==> config.mk <==
export PLATFORM = sky130hd
export DESIGN_NAME = fpu_result_buffer
export DESIGN_NICKNAME = d
export VERILOG_FILES = /design/src/rtl/fpnew_pkg.sv /design/src/rtl/fpu_rb_pkg.sv /design/src/rtl/fpu_fflags_acc.sv /design/src/rtl/fpu_result_buffer.sv
export SDC_FILE = /design/constraint.sdc
export NUM_CORES = 1
export LEC_CHECK = 0
export ABC_AREA = 1
export CAP_MARGIN = 30
export CORE_ASPECT_RATIO = 0.9
export CORE_MARGIN = 10
export CORE_UTILIZATION = 55
export DETAILED_ROUTE_END_ITERATION = 7
export PLACE_DENSITY = 0.82
export SLEW_MARGIN = 20
export SYNTH_ARGS = -nofsm -noshare
export SYNTH_HDL_FRONTEND = slang
export SYNTH_SLANG_ARGS = --single-unit
==> constraint.sdc <==
create_clock -name clk_i -period 4.65 [get_ports clk_i]
set_input_delay 0.6975 -clock clk_i [delete_from_list [all_inputs] [get_ports clk_i]]
set_output_delay 0.6975 -clock clk_i [all_outputs]
set_load 0.01 [all_outputs]
==> src/rtl/fpnew_pkg.sv <==
// Minimal fpnew package subset: the floating-point exception status word
// produced alongside every FPU result, bit order {NV,DZ,OF,UF,NX}.
package fpnew_pkg;

  typedef struct packed {
    logic NV;  // invalid operation
    logic DZ;  // divide by zero
    logic OF;  // overflow
    logic UF;  // underflow
    logic NX;  // inexact
  } status_t;

endpackage

==> src/rtl/fpu_rb_pkg.sv <==
// Shared definitions for the FPU result buffer: the buffered entry layout
// and the default depth. The entry fields are sized for the widest result
// and tag the buffer supports (Width <= 128, TagWidth <= 16); narrower
// configurations zero-extend on write and truncate on read.
package fpu_rb_pkg;

  localparam int unsigned DefaultDepth  = 4;
  localparam int unsigned RbMaxWidth    = 128;
  localparam int unsigned RbMaxTagWidth = 16;

  typedef struct packed {
    logic [RbMaxWidth-1:0]    result;
    fpnew_pkg::status_t       status;
    logic [RbMaxTagWidth-1:0] tag;
  } rb_entry_t;

endpackage

==> src/rtl/fpu_fflags_acc.sv <==
// Sticky floating-point exception flag accumulator. Every accepted result
// ORs its status into the register; a clear in the same cycle as a push
// leaves exactly the pushed flags set.
module fpu_fflags_acc (
  input  logic               clk_i,
  input  logic               rst_ni,
  input  logic               push_i,
  input  fpnew_pkg::status_t status_i,
  input  logic               clr_i,
  output fpnew_pkg::status_t fflags_o
);

  fpnew_pkg::status_t flags_q;
  fpnew_pkg::status_t flags_d;

  // Next value: optionally cleared history, plus the flags of this push.
  always_comb begin
    flags_d = clr_i ? '0 : flags_q;
    if (push_i) flags_d = flags_d | status_i;
  end

  // Flag register, cleared asynchronously by reset only (flush keeps it).
  always_ff @(posedge clk_i or negedge rst_ni) begin
    if (!rst_ni) flags_q <= '0;
    else         flags_q <= flags_d;
  end

  assign fflags_o = flags_q;

endmodule

==> src/rtl/fpu_result_buffer.sv <==
// FPU result buffer: a Depth-entry FIFO between the fpnew output handshake
// and the writeback stage. No bypass (a result is visible at the head one
// cycle after it is accepted) and no pass-through when full.
// Optional build macro FPU_RESULT_FFLAGS_EN adds a sticky exception flag
// register with ports fflags_o / fflags_clr_i.
//
// Handshake: a transfer happens on a rising edge where valid and ready are
// both 1. in_ready_o depends only on occupancy; wb_valid_o depends only on
// occupancy and the wb_* fields stay stable while wb_valid_o=1, wb_ready_i=0.
module fpu_result_buffer
  import fpu_rb_pkg::*;
#(
  parameter int unsigned Width    = 64,
  parameter int unsigned Depth    = DefaultDepth,
  parameter int unsigned TagWidth = 1
) (
  input  logic                   clk_i,
  input  logic                   rst_ni,
  input  logic                   in_valid_i,
  output logic                   in_ready_o,
  input  logic [Width-1:0]       result_i,
  input  logic [4:0]             status_i,
  input  logic [TagWidth-1:0]    tag_i,
  input  logic                   flush_i,
  output logic                   wb_valid_o,
  input  logic                   wb_ready_i,
  output logic [Width-1:0]       wb_result_o,
  output logic [4:0]             wb_status_o,
  output logic [TagWidth-1:0]    wb_tag_o,
  output logic [$clog2(Depth):0] count_o
`ifdef FPU_RESULT_FFLAGS_EN
  ,
  output logic [4:0]             fflags_o,
  input  logic                   fflags_clr_i
`endif
);

  localparam int unsigned PtrW = $clog2(Depth);
  localparam int unsigned CntW = PtrW + 1;

  logic [PtrW-1:0] wr_ptr;
  logic [PtrW-1:0] rd_ptr;
  logic [CntW-1:0] count;
  logic            push;
  logic            pop;
  rb_entry_t       wr_entry;
  rb_entry_t       mem [Depth];

  assign in_ready_o = (count != CntW'(Depth));
  assign wb_valid_o = (count != '0);
  assign push       = in_valid_i & in_ready_o;
  assign pop        = wb_valid_o & wb_ready_i;
  assign count_o    = count;

  // Pack the incoming result into the widest entry layout.
  always_comb begin
    wr_entry        = '0;
    wr_entry.result = RbMaxWidth'(result_i);
    wr_entry.status = fpnew_pkg::status_t'(status_i);
    wr_entry.tag    = RbMaxTagWidth'(tag_i);
  end

  // Entry storage; contents are meaningless until written, so no reset.
  always_ff @(posedge clk_i) begin
    if (push && !flush_i) mem[wr_ptr] <= wr_entry;
  end

  // Pointers and occupancy; flush wins over any simultaneous push/pop.
  always_ff @(posedge clk_i or negedge rst_ni) begin
    if (!rst_ni) begin
      wr_ptr <= '0;
      rd_ptr <= '0;
      count  <= '0;
    end else if (flush_i) begin
      wr_ptr <= '0;
      rd_ptr <= '0;
      count  <= '0;
    end else begin
      if (push) wr_ptr <= wr_ptr + PtrW'(1);
      if (pop)  rd_ptr <= rd_ptr + PtrW'(1);
      case ({push, pop})
        2'b10:   count <= count + CntW'(1);
        2'b01:   count <= count - CntW'(1);
        default: count <= count;
      endcase
    end
  end

  // Head fields, forced to zero while empty (also covers reset).
  assign wb_result_o = wb_valid_o ? Width'(mem[rd_ptr].result) : '0;
  assign wb_status_o = wb_valid_o ? mem[rd_ptr].status : '0;
  assign wb_tag_o    = wb_valid_o ? TagWidth'(mem[rd_ptr].tag) : '0;

`ifdef FPU_RESULT_FFLAGS_EN
  fpu_fflags_acc u_fflags (
    .clk_i    (clk_i),
    .rst_ni   (rst_ni),
    .push_i   (push),
    .status_i (fpnew_pkg::status_t'(status_i)),
    .clr_i    (fflags_clr_i),
    .fflags_o (fflags_o)
  );
`endif

endmodule
# Word-level counts from Yosys, hierarchy flattened
# Memories as Yosys holds them, arrays and structs flattened.
# Index checks and enable logic that the tools add are counted.
# Widths: inputs -> output; s select.
[classes]
add_sub_neg = 4
multipliers = 0
div_mod_pow = 0
magnitude_cmp = 0
eq_ne = 3
n_shift = 0
muxes = 11
bitwise = 2
n_reduce_logical = 6
[op_table]
columns = ["operator", "n"]
rows = [
  ["$mux 64", 1],
  ["$mux 2", 4],
  ["$pmux 3 s2", 1],
  ["$reduce_bool 3->1", 2],
  ["$mux 5", 1],
  ["$add 2x1->2 const B", 2],
  ["$reduce_bool 2->1", 2],
  ["$add 3x1->3 const B", 1],
  ["$mux 1", 3],
  ["$mux 3", 1],
  ["$ne 3x3->1 const B", 1],
  ["$sub 3x1->3 const B", 1],
  ["$and 1x1->1", 2],
  ["$eq 2x1->1 const B", 1],
  ["$eq 2x2->1 const B", 1],
  ["$logic_and 1x1->1", 1],
  ["$logic_not 1->1", 1],
]
[word_totals]
reg_bits = 7
latch_bits = 0
mem_bits_rw = 280
romBits = 0
word_cells = 30
mem_count = 1
[memory_table]
columns = ["name", "words", "word_bits", "read_ports", "rd_clocked_by_memory_dff", "write_ports", "line_no", "source"]
rows = [
  ["mem", 4, 70, 1, 0, 1, "fpu_result_buffer.sv:47", "rb_entry_t mem [Depth];"],
]

# Longest topological paths before layout
# Gate-level depths: netlist of the first run.
[logic_depth]
ltp_word = 5
mapped_depth = 12

# Worst setup path after synthesis of the first run
# Ideal clock, no wire load.
[synth_timing]
path_kind = "input-to-reg"
start = "in flush_i"
end = "mem mem[0][0] (netlist name), enable pin"
setup_time_ns = 0.499
arrival_time_ns = 4.089
slack_ns = 0.062
cell_stages = 4
n_path_buf = 1
cell_sequence = "inv_1 clkbuf_1 nand2_1 nor2_1"
[synth_via]
elab_chain_cells = 4
[synth_lines]
columns = ["item", "line_no", "source"]
rows = [
  ["start: declaration", "fpu_result_buffer.sv:24", "input logic flush_i,"],
  ["$logic_not 1->1", "fpu_result_buffer.sv:65", "if (push && !flush_i) mem[wr_ptr] <= wr_entry;"],
  ["$logic_and 1x1->1", "fpu_result_buffer.sv:65", ""],
  ["$mux 1", "fpu_result_buffer.sv:65", ""],
  ["$mux 1 (not written as such)", "fpu_result_buffer.sv:65", ""],
  ["end: declaration", "fpu_result_buffer.sv:47", ""],
]
# No other way between the ends.

# Worst setup path in the final report of the first run
[layout_timing]
start = "reg rd_ptr[0]"
end = "out wb_result_o[44]"
[layout_via]
elab_chain_cells = 2
[layout_lines]
columns = ["item", "line_no", "source"]
rows = [
  ["start: declaration", "fpu_result_buffer.sv:42", "logic [PtrW-1:0] rd_ptr;"],
  ["start signal: assignment", "fpu_result_buffer.sv:80", "if (pop) rd_ptr <= rd_ptr + PtrW'(1);"],
  ["$mem_v2 4x70", "-", ""],
  ["$mux 64", "fpu_result_buffer.sv:90", "assign wb_result_o = wb_valid_o ? Width'(mem[rd_ptr].result) : '0;"],
  ["end: declaration", "fpu_result_buffer.sv:27", "output logic [Width-1:0] wb_result_o,"],
]
# No other way between the ends.

==> results.yml, run 1 <==
global_route:
  grt_max_degree: 71
  grt_overflow: 0
  grt_pass1_vias: 7552
  grt-busiest-layer: "met2"
  use_met2: 0.3310
  grtUsageMet3: 0.03769
  grt_pass1_wl_mm: 40.06
  grtUsageTotal: 0.1882
  grt_antenna_before_repair: 2
  met1_usage: 0.2315
power_and_ir_drop:
  p_clk_frac: 0.267
  p_total_mw: 7.225
  power.internal_mw: 5.027
  leakagePower_nw: 4.663
  power_frac_comb: 0.300
  power_density_mw_per_mm2: 524.9
  netSwitchingPower_mw: 2.199
  switching_share: 0.3043
  peakVddDrop_v: 0.0003776
  p_seq_frac: 0.432
placed_design:
  finalWeightedCongestion: 0.8021
  portBuffers: 149
  place_inst: 1257
  dp.final_hpwl_mm: 15.23
clocking:
  cts_root_buffer: "clkbuf_16"
  tritoncts: "done"
  cts_buffers: 27
  cts_setup_buffers: 0
  cts.sink_count: 287
  h-tree-depth: 1
  clk_latency_ns: 0.53
  cts_buffer_depth: 3
  ctsResizeCount: 0
  cts_hold_buf: 0
  clk_pin_slew_ns: 0.06
drt:
  viasPerCell: 5.618
  drt_iter0_markers: 587
  routed_wl_mm: 25.67
  wl_per_cell_um: 19.66
  vias: 7337
  drtAntennaViolNets: 0
  dr.pass1.iters: 5
  drcViolationCount: 0
critical_path:
  crit_fanout: 70
  arrival_ns: 3.23
  cp.required_ns: 3.95
  cp-end-kind: "primary output"
  path_class: "reg -> out"
  cp-start-kind: "flop"
logic_synthesis:
  yosysWarnings: 0
  synth_cell_types: 21
  ys_ff_latch: 287
  syn_inst: 890
  yosysTopAreaCell: "edfxtp_1"
  yosys-top-cells-area: "edfxtp_1 74%, nor2_1 9.5%, o21ai_0 4.3%"
  syn_nets: 970
  syn_area_mm2: 0.01130
  synth-seq-area-share: 0.7594
  synth.avg_cell_area_um2: 12.70
  synth_top_area_frac: 0.7439
floorplanning:
  die_h_um: 156.0
  die_w_um: 171.1
  ios: 150
  initial_utilization: 0.5620
  core-area_mm2: 0.02011
  dieArea_mm2: 0.02669
  rows: 49
sta:
  finalSetupViolCount: 0
  fin_skew_ns: 0.01508
  fmax_mhz: 254.3
  finalHoldViolations: 0
  slew-limit-headroom: 0.4607
  final_max_slew_viol_count: 0
  rsz0062_at_grt: "false"
  final.setup.tns_ns: 0
  finalCritPeriodShare: 0.8457
  fin_crit_ns: 3.932
  timing.hold.ws_ns: 0.4629
  worstMarginPinSlew_ns: 0.8090
run:
  cap_violations: 0
cells_and_area:
  syn2layout_area_growth_pct: 21.80
  nNetsFinal: 1111
  layout-drive-gt1-share: 0.05524
  stdcell_count: 1306
outcome:
  status: "finished, final reports clean"
hold_path:
  hold_path_class: "in -> async"
[state kept, by name, summed over array words and instances (netlist names)]
signal and cells:
mem 280, wr_ptr 2, rd_ptr 2, count_o 3
[per-layer routing]
| metal | part of all wire | vias up | wire (µm) |
|---|---|---|---|
| met2 | 0.51 | 275 | 13180 |
| met3 | 0.070 | 36 | 1788 |
| met5 | 0 | - | 0 |
| met1 | 0.40 | 3601 | 10220 |
| li1 | - | 3425 | - |
| met4 | 0.019 | 0 | 484 |
[cells in the mapped netlist]
| cell | instances |
|---|---|
| nand3_1 | 5 |
| nor2_1 | 287 |
| fa_1 | 1 |
| clkbuf_1 | 20 |
| inv_1 | 13 |
| inv_4 | 1 |
| ha_1 | 4 |
| dfrtp_1 | 7 |
| nand2_2 | 1 |
| buf_4 | 2 |
| inv_2 | 2 |
| o21ai_0 | 97 |
| edfxtp_1 | 280 |
| a21oi_1 | 73 |
| o21ai_1 | 46 |
| buf_2 | 14 |
| buf_6 | 10 |
| xor2_1 | 1 |
| clkbuf_2 | 8 |
| nand4_1 | 3 |
| nand2_1 | 15 |
[logic make-up after synthesis]
group / after synthesis / share of synthesized area
buffers and inverters: 70 / 0.03321
and+or+nand+nor: 311 / 0.1047
adders and majority gates: 5 / 0.006200
DFF: 287 / 0.7594
AOI/OAI and AO/OA: 216 / 0.09565
xor gates and xnor gates: 1 / 0.0007751
[layout make-up]
| type | count | area, µm² |
|---|---|---|
| clock inverters | 16 | 68.82 |
| clock buffers | 32 | 694.4 |
| flip-flops and latches | 287 | 8588 |
| repair buffers | 166 | 1657 |
| inverters | 16 | 62.56 |
| diodes | 1 | 2.502 |
| multi-input cells | 533 | 2374 |
| fillers | 1388 | 6344 |
| well taps | 255 | 319.1 |
[cells in the final DEF, fill, tap and decap left out, drive strengths merged]
cell type | Yosys | final
dfrtp | 7 | 7
buf | 26 | 17
fa | 1 | 1
edfxtp | 280 | 280
clkdlybuf4s50 | 0 | 149
a21oi | 73 | 73
clkinv | 0 | 15
nand3 | 5 | 5
diode | 0 | 1
nand4 | 3 | 3
o21ai | 143 | 143
ha | 4 | 4
xor2 | 1 | 1
clkbuf | 28 | 32
inv | 16 | 17
nand2 | 16 | 16
nor2 | 287 | 287
[worst max-delay path, cell delays in order (launching register included)]
cell and delay [ns]:
dfrtp_4 0.76, inv_4 0.45, buf_4 0.42, o21ai_0 0.20, a21oi_1 0.23, clkdlybuf4s50_1 0.58
[final timing paths]
kind                                        startpoint                      to  slack [ns]  cells past startpoint
worst max-delay path             rd_ptr[0]$_DFFE_PN0P_         wb_result_o[44]        0.72                      5
worst min-delay path                            rst_ni  count_o[2]$_DFFE_PN0P_        0.46                      1
worst max register to register  count_o[0]$_DFFE_PN0P_    mem[3][26]$_DFFE_PP_        2.19                      5
worst min register to register  count_o[1]$_DFFE_PN0P_  count_o[1]$_DFFE_PN0P_        0.62                      2
max in group asynchronous                       rst_ni   rd_ptr[0]$_DFFE_PN0P_        3.88                      1
min in group clk_i              count_o[1]$_DFFE_PN0P_  count_o[1]$_DFFE_PN0P_        0.62                      2
[stage by stage]
step / cell area, µm² / worst slack (ns) / utilization
after floorplan: 11300 / 0.06203 / -
after global placement: 13000 / 1.376 / 0.6465
after detailed placement: 13000 / 1.320 / 0.6465
after CTS: 13760 / 0.7055 / 0.6844
after global routing: 13770 / 0.5574 / 0.6845
final: 13770 / 0.7176 / 0.6845
[power by group through the flow]
stage,registers (mW),clock network [mW],logic (mW)
4_1_cts,3.13,1.95,2.20
2_1_floorplan,3.11,0,1.15
5_1_grt,3.14,2.06,2.36
6_report,3.12,1.93,2.17
3_3_place_gp,3.17,0,2.15
3_5_place_dp,3.18,0,2.18
(Power assumes the default switching activity.)
==> run 2, diff against run 1 <==
- CORE_UTILIZATION: 55 -> 50
- PLACE_DENSITY: 0.82 -> 0.78
- clock period: 4.65 -> 3.35 ns (I/O delays scaled with it)
==> results.yml, run 2 (synthesis gave the netlist of run 1 again) <==
run:
  cap_violations: 0
drt:
  wl_per_cell_um: 17.89
  vias: 7115
  drt_iter0_markers: 591
  drtAntennaViolNets: 0
  drcViolationCount: 0
  viasPerCell: 5.263
  dr.pass1.iters: 5
  routed_wl_mm: 24.19
critical_path:
  endpoint: "wb_result_o[52]"
  cp.required_ns: 2.85
  cp-start-kind: "flop"
  reg2reg_slack_ns: 1.23
  path_class: "reg -> out"
  r2r_start: "count_o[0]$_DFFE_PN0P_"
  crit_start: "count_o[0]$_DFFE_PN0P_"
  rr_worst_depth: 12
  cp-end-kind: "primary output"
  arrival_ns: 2.63
  reg2reg_to: "count_o[2]$_DFFE_PN0P_"
  crit_fanout: 27
cells_and_area:
  utilization: 0.6249
  largest_reg_flops: 280
  stdcell_count: 1352
  mostFrequentLayoutCells: "283 x nor2_1, 280 x edfxtp_1, 149 x clkdlybuf4s50_1"
  syn2layout_area_growth_pct: 23.75
  nNetsFinal: 1113
  largest-register: "mem"
  final_common_cell: "nor2_1"
  layout-drive-gt1-share: 0.05603
  n_fill_cell: 1694
  fin_area_mm2: 0.01399
  multi_input_area_mm2: 0.002374
  ff_latch_area_mm2: 0.008588
clocking:
  tritoncts: "done"
  cts_hold_buf: 0
  cts_buffer_depth: 3
  ctsResizeCount: 0
  cts.sink_count: 287
  cts_setup_buffers: 0
  clk_pin_slew_ns: 0.06
  h-tree-depth: 1
  cts_root_buffer: "clkbuf_16"
  cts_buffers: 29
  clk_latency_ns: 0.54
sta:
  fmax_mhz: 318.9
  timing.hold.ws_ns: 0.2521
  setup_slack_ns: 0.2146
  fin_skew_ns: 0.008428
  rsz0062_at_grt: "false"
  finalHoldViolations: 0
  fin_crit_ns: 3.135
  finalSetupViolCount: 0
  worstMarginPinSlew_ns: 0.6268
  final_max_slew_viol_count: 0
  finalCritPeriodShare: 0.9359
  slew-limit-headroom: 0.5821
global_route:
  grt_pass1_vias: 7111
  grt_overflow: 0
  grt_pass1_wl_mm: 37.47
  grt_max_degree: 71
  grtUsageTotal: 0.1612
  grt_antenna_before_repair: 2
power_and_ir_drop:
  switching_share: 0.2930
  leakagePower_nw: 4.721
  power.internal_mw: 7.281
  p_clk_frac: 0.286
  peakVddDrop_v: 0.0004488
  power_frac_comb: 0.302
  netSwitchingPower_mw: 3.017
  p_seq_frac: 0.413
  power_density_mw_per_mm2: 736.3
placed_design:
  post-place-ws_ns: 0.7669
  dpl_cell_area_mm2: 0.01312
  finalWeightedCongestion: 0.7479
  dp.final_hpwl_mm: 13.90
  place_inst: 1299
  portBuffers: 149
floorplanning:
  initial_utilization: 0.5050
  rows: 52
  dieArea_mm2: 0.02903
  ios: 150
  die_w_um: 178.5
  die_h_um: 162.6
  core-area_mm2: 0.02238
outcome:
  status: "finished, final reports clean"
hold_path:
  hold_path_class: "in -> async"
-- run 2: changes by cell type in the layout (fill, tap and decap cells not counted), moves of 2 or more --
cell,change
buf_12,+5
clkbuf_1,+2
bufinv_16,+2
buf_4,-5
clkinv_2,-3
clkbuf_16,+2
-- run 2: final cells by class --
cell class | instances | area share
flip-flops and latches | 287 | 0.6141
multi-input cells | 533 | 0.1697
repair buffers | 166 | 0.1229
clock buffers | 36 | 0.05377
well taps | 297 | 0.02657
clock inverters | 15 | 0.008141
inverters | 16 | 0.004473
diodes | 2 | 0.0003578
-- run 2: worst min-delay path by stage --
stage                            from                     end  slack (ns)  cells past startpoint
2_1_floorplan                  rst_ni  count_o[0]$_DFFE_PN0P_        0.21                      0
3_3_place_gp    wr_ptr[1]$_DFFE_PN0P_   wr_ptr[1]$_DFFE_PN0P_        0.61                      2
3_5_place_dp   count_o[1]$_DFFE_PN0P_  count_o[1]$_DFFE_PN0P_        0.62                      2
4_1_cts                        rst_ni  count_o[1]$_DFFE_PN0P_        0.25                      1
5_1_grt                        rst_ni  count_o[1]$_DFFE_PN0P_        0.26                      1
6_report                       rst_ni   wr_ptr[0]$_DFFE_PN0P_        0.25                      1
-- run 2: power groups by stage --
stage / combinational, mW / sequential (mW) / clock [mW]
2_1_floorplan: 1.60 / 4.32 / 0
3_3_place_gp: 3.11 / 4.31 / 0
3_5_place_dp: 3.14 / 4.32 / 0
4_1_cts: 3.16 / 4.25 / 3.00
5_1_grt: 3.38 / 4.26 / 3.15
6_report: 3.11 / 4.25 / 2.94
-- run 2: metal layers --
metal	global-route usage	vias to the layer above	part of all wire
li1	-	3437	-
met1	0.1967	3434	0.41
met2	0.2824	205	0.51
met3	0.03454	39	0.065
met4	0.04581	0	0.020
met5	0	-	0
-- run 2: per-stage QoR --
stage	power (mW)	setup TNS [ns]
after floorplan	5.921	-292.03
after global routing	10.80	0
after CTS	10.41	0
after detailed placement	7.463	0
after global placement	7.422	0
final	10.30	0
-- run 2: critical path, stage by stage, from the launching register on --
cell,delay [ns]
dfrtp_1,0.44
nor2_1,0.20
nand2_1,0.17
inv_2,0.42
buf_12,0.25
a21oi_1,0.09
clkdlybuf4s50_1,0.51
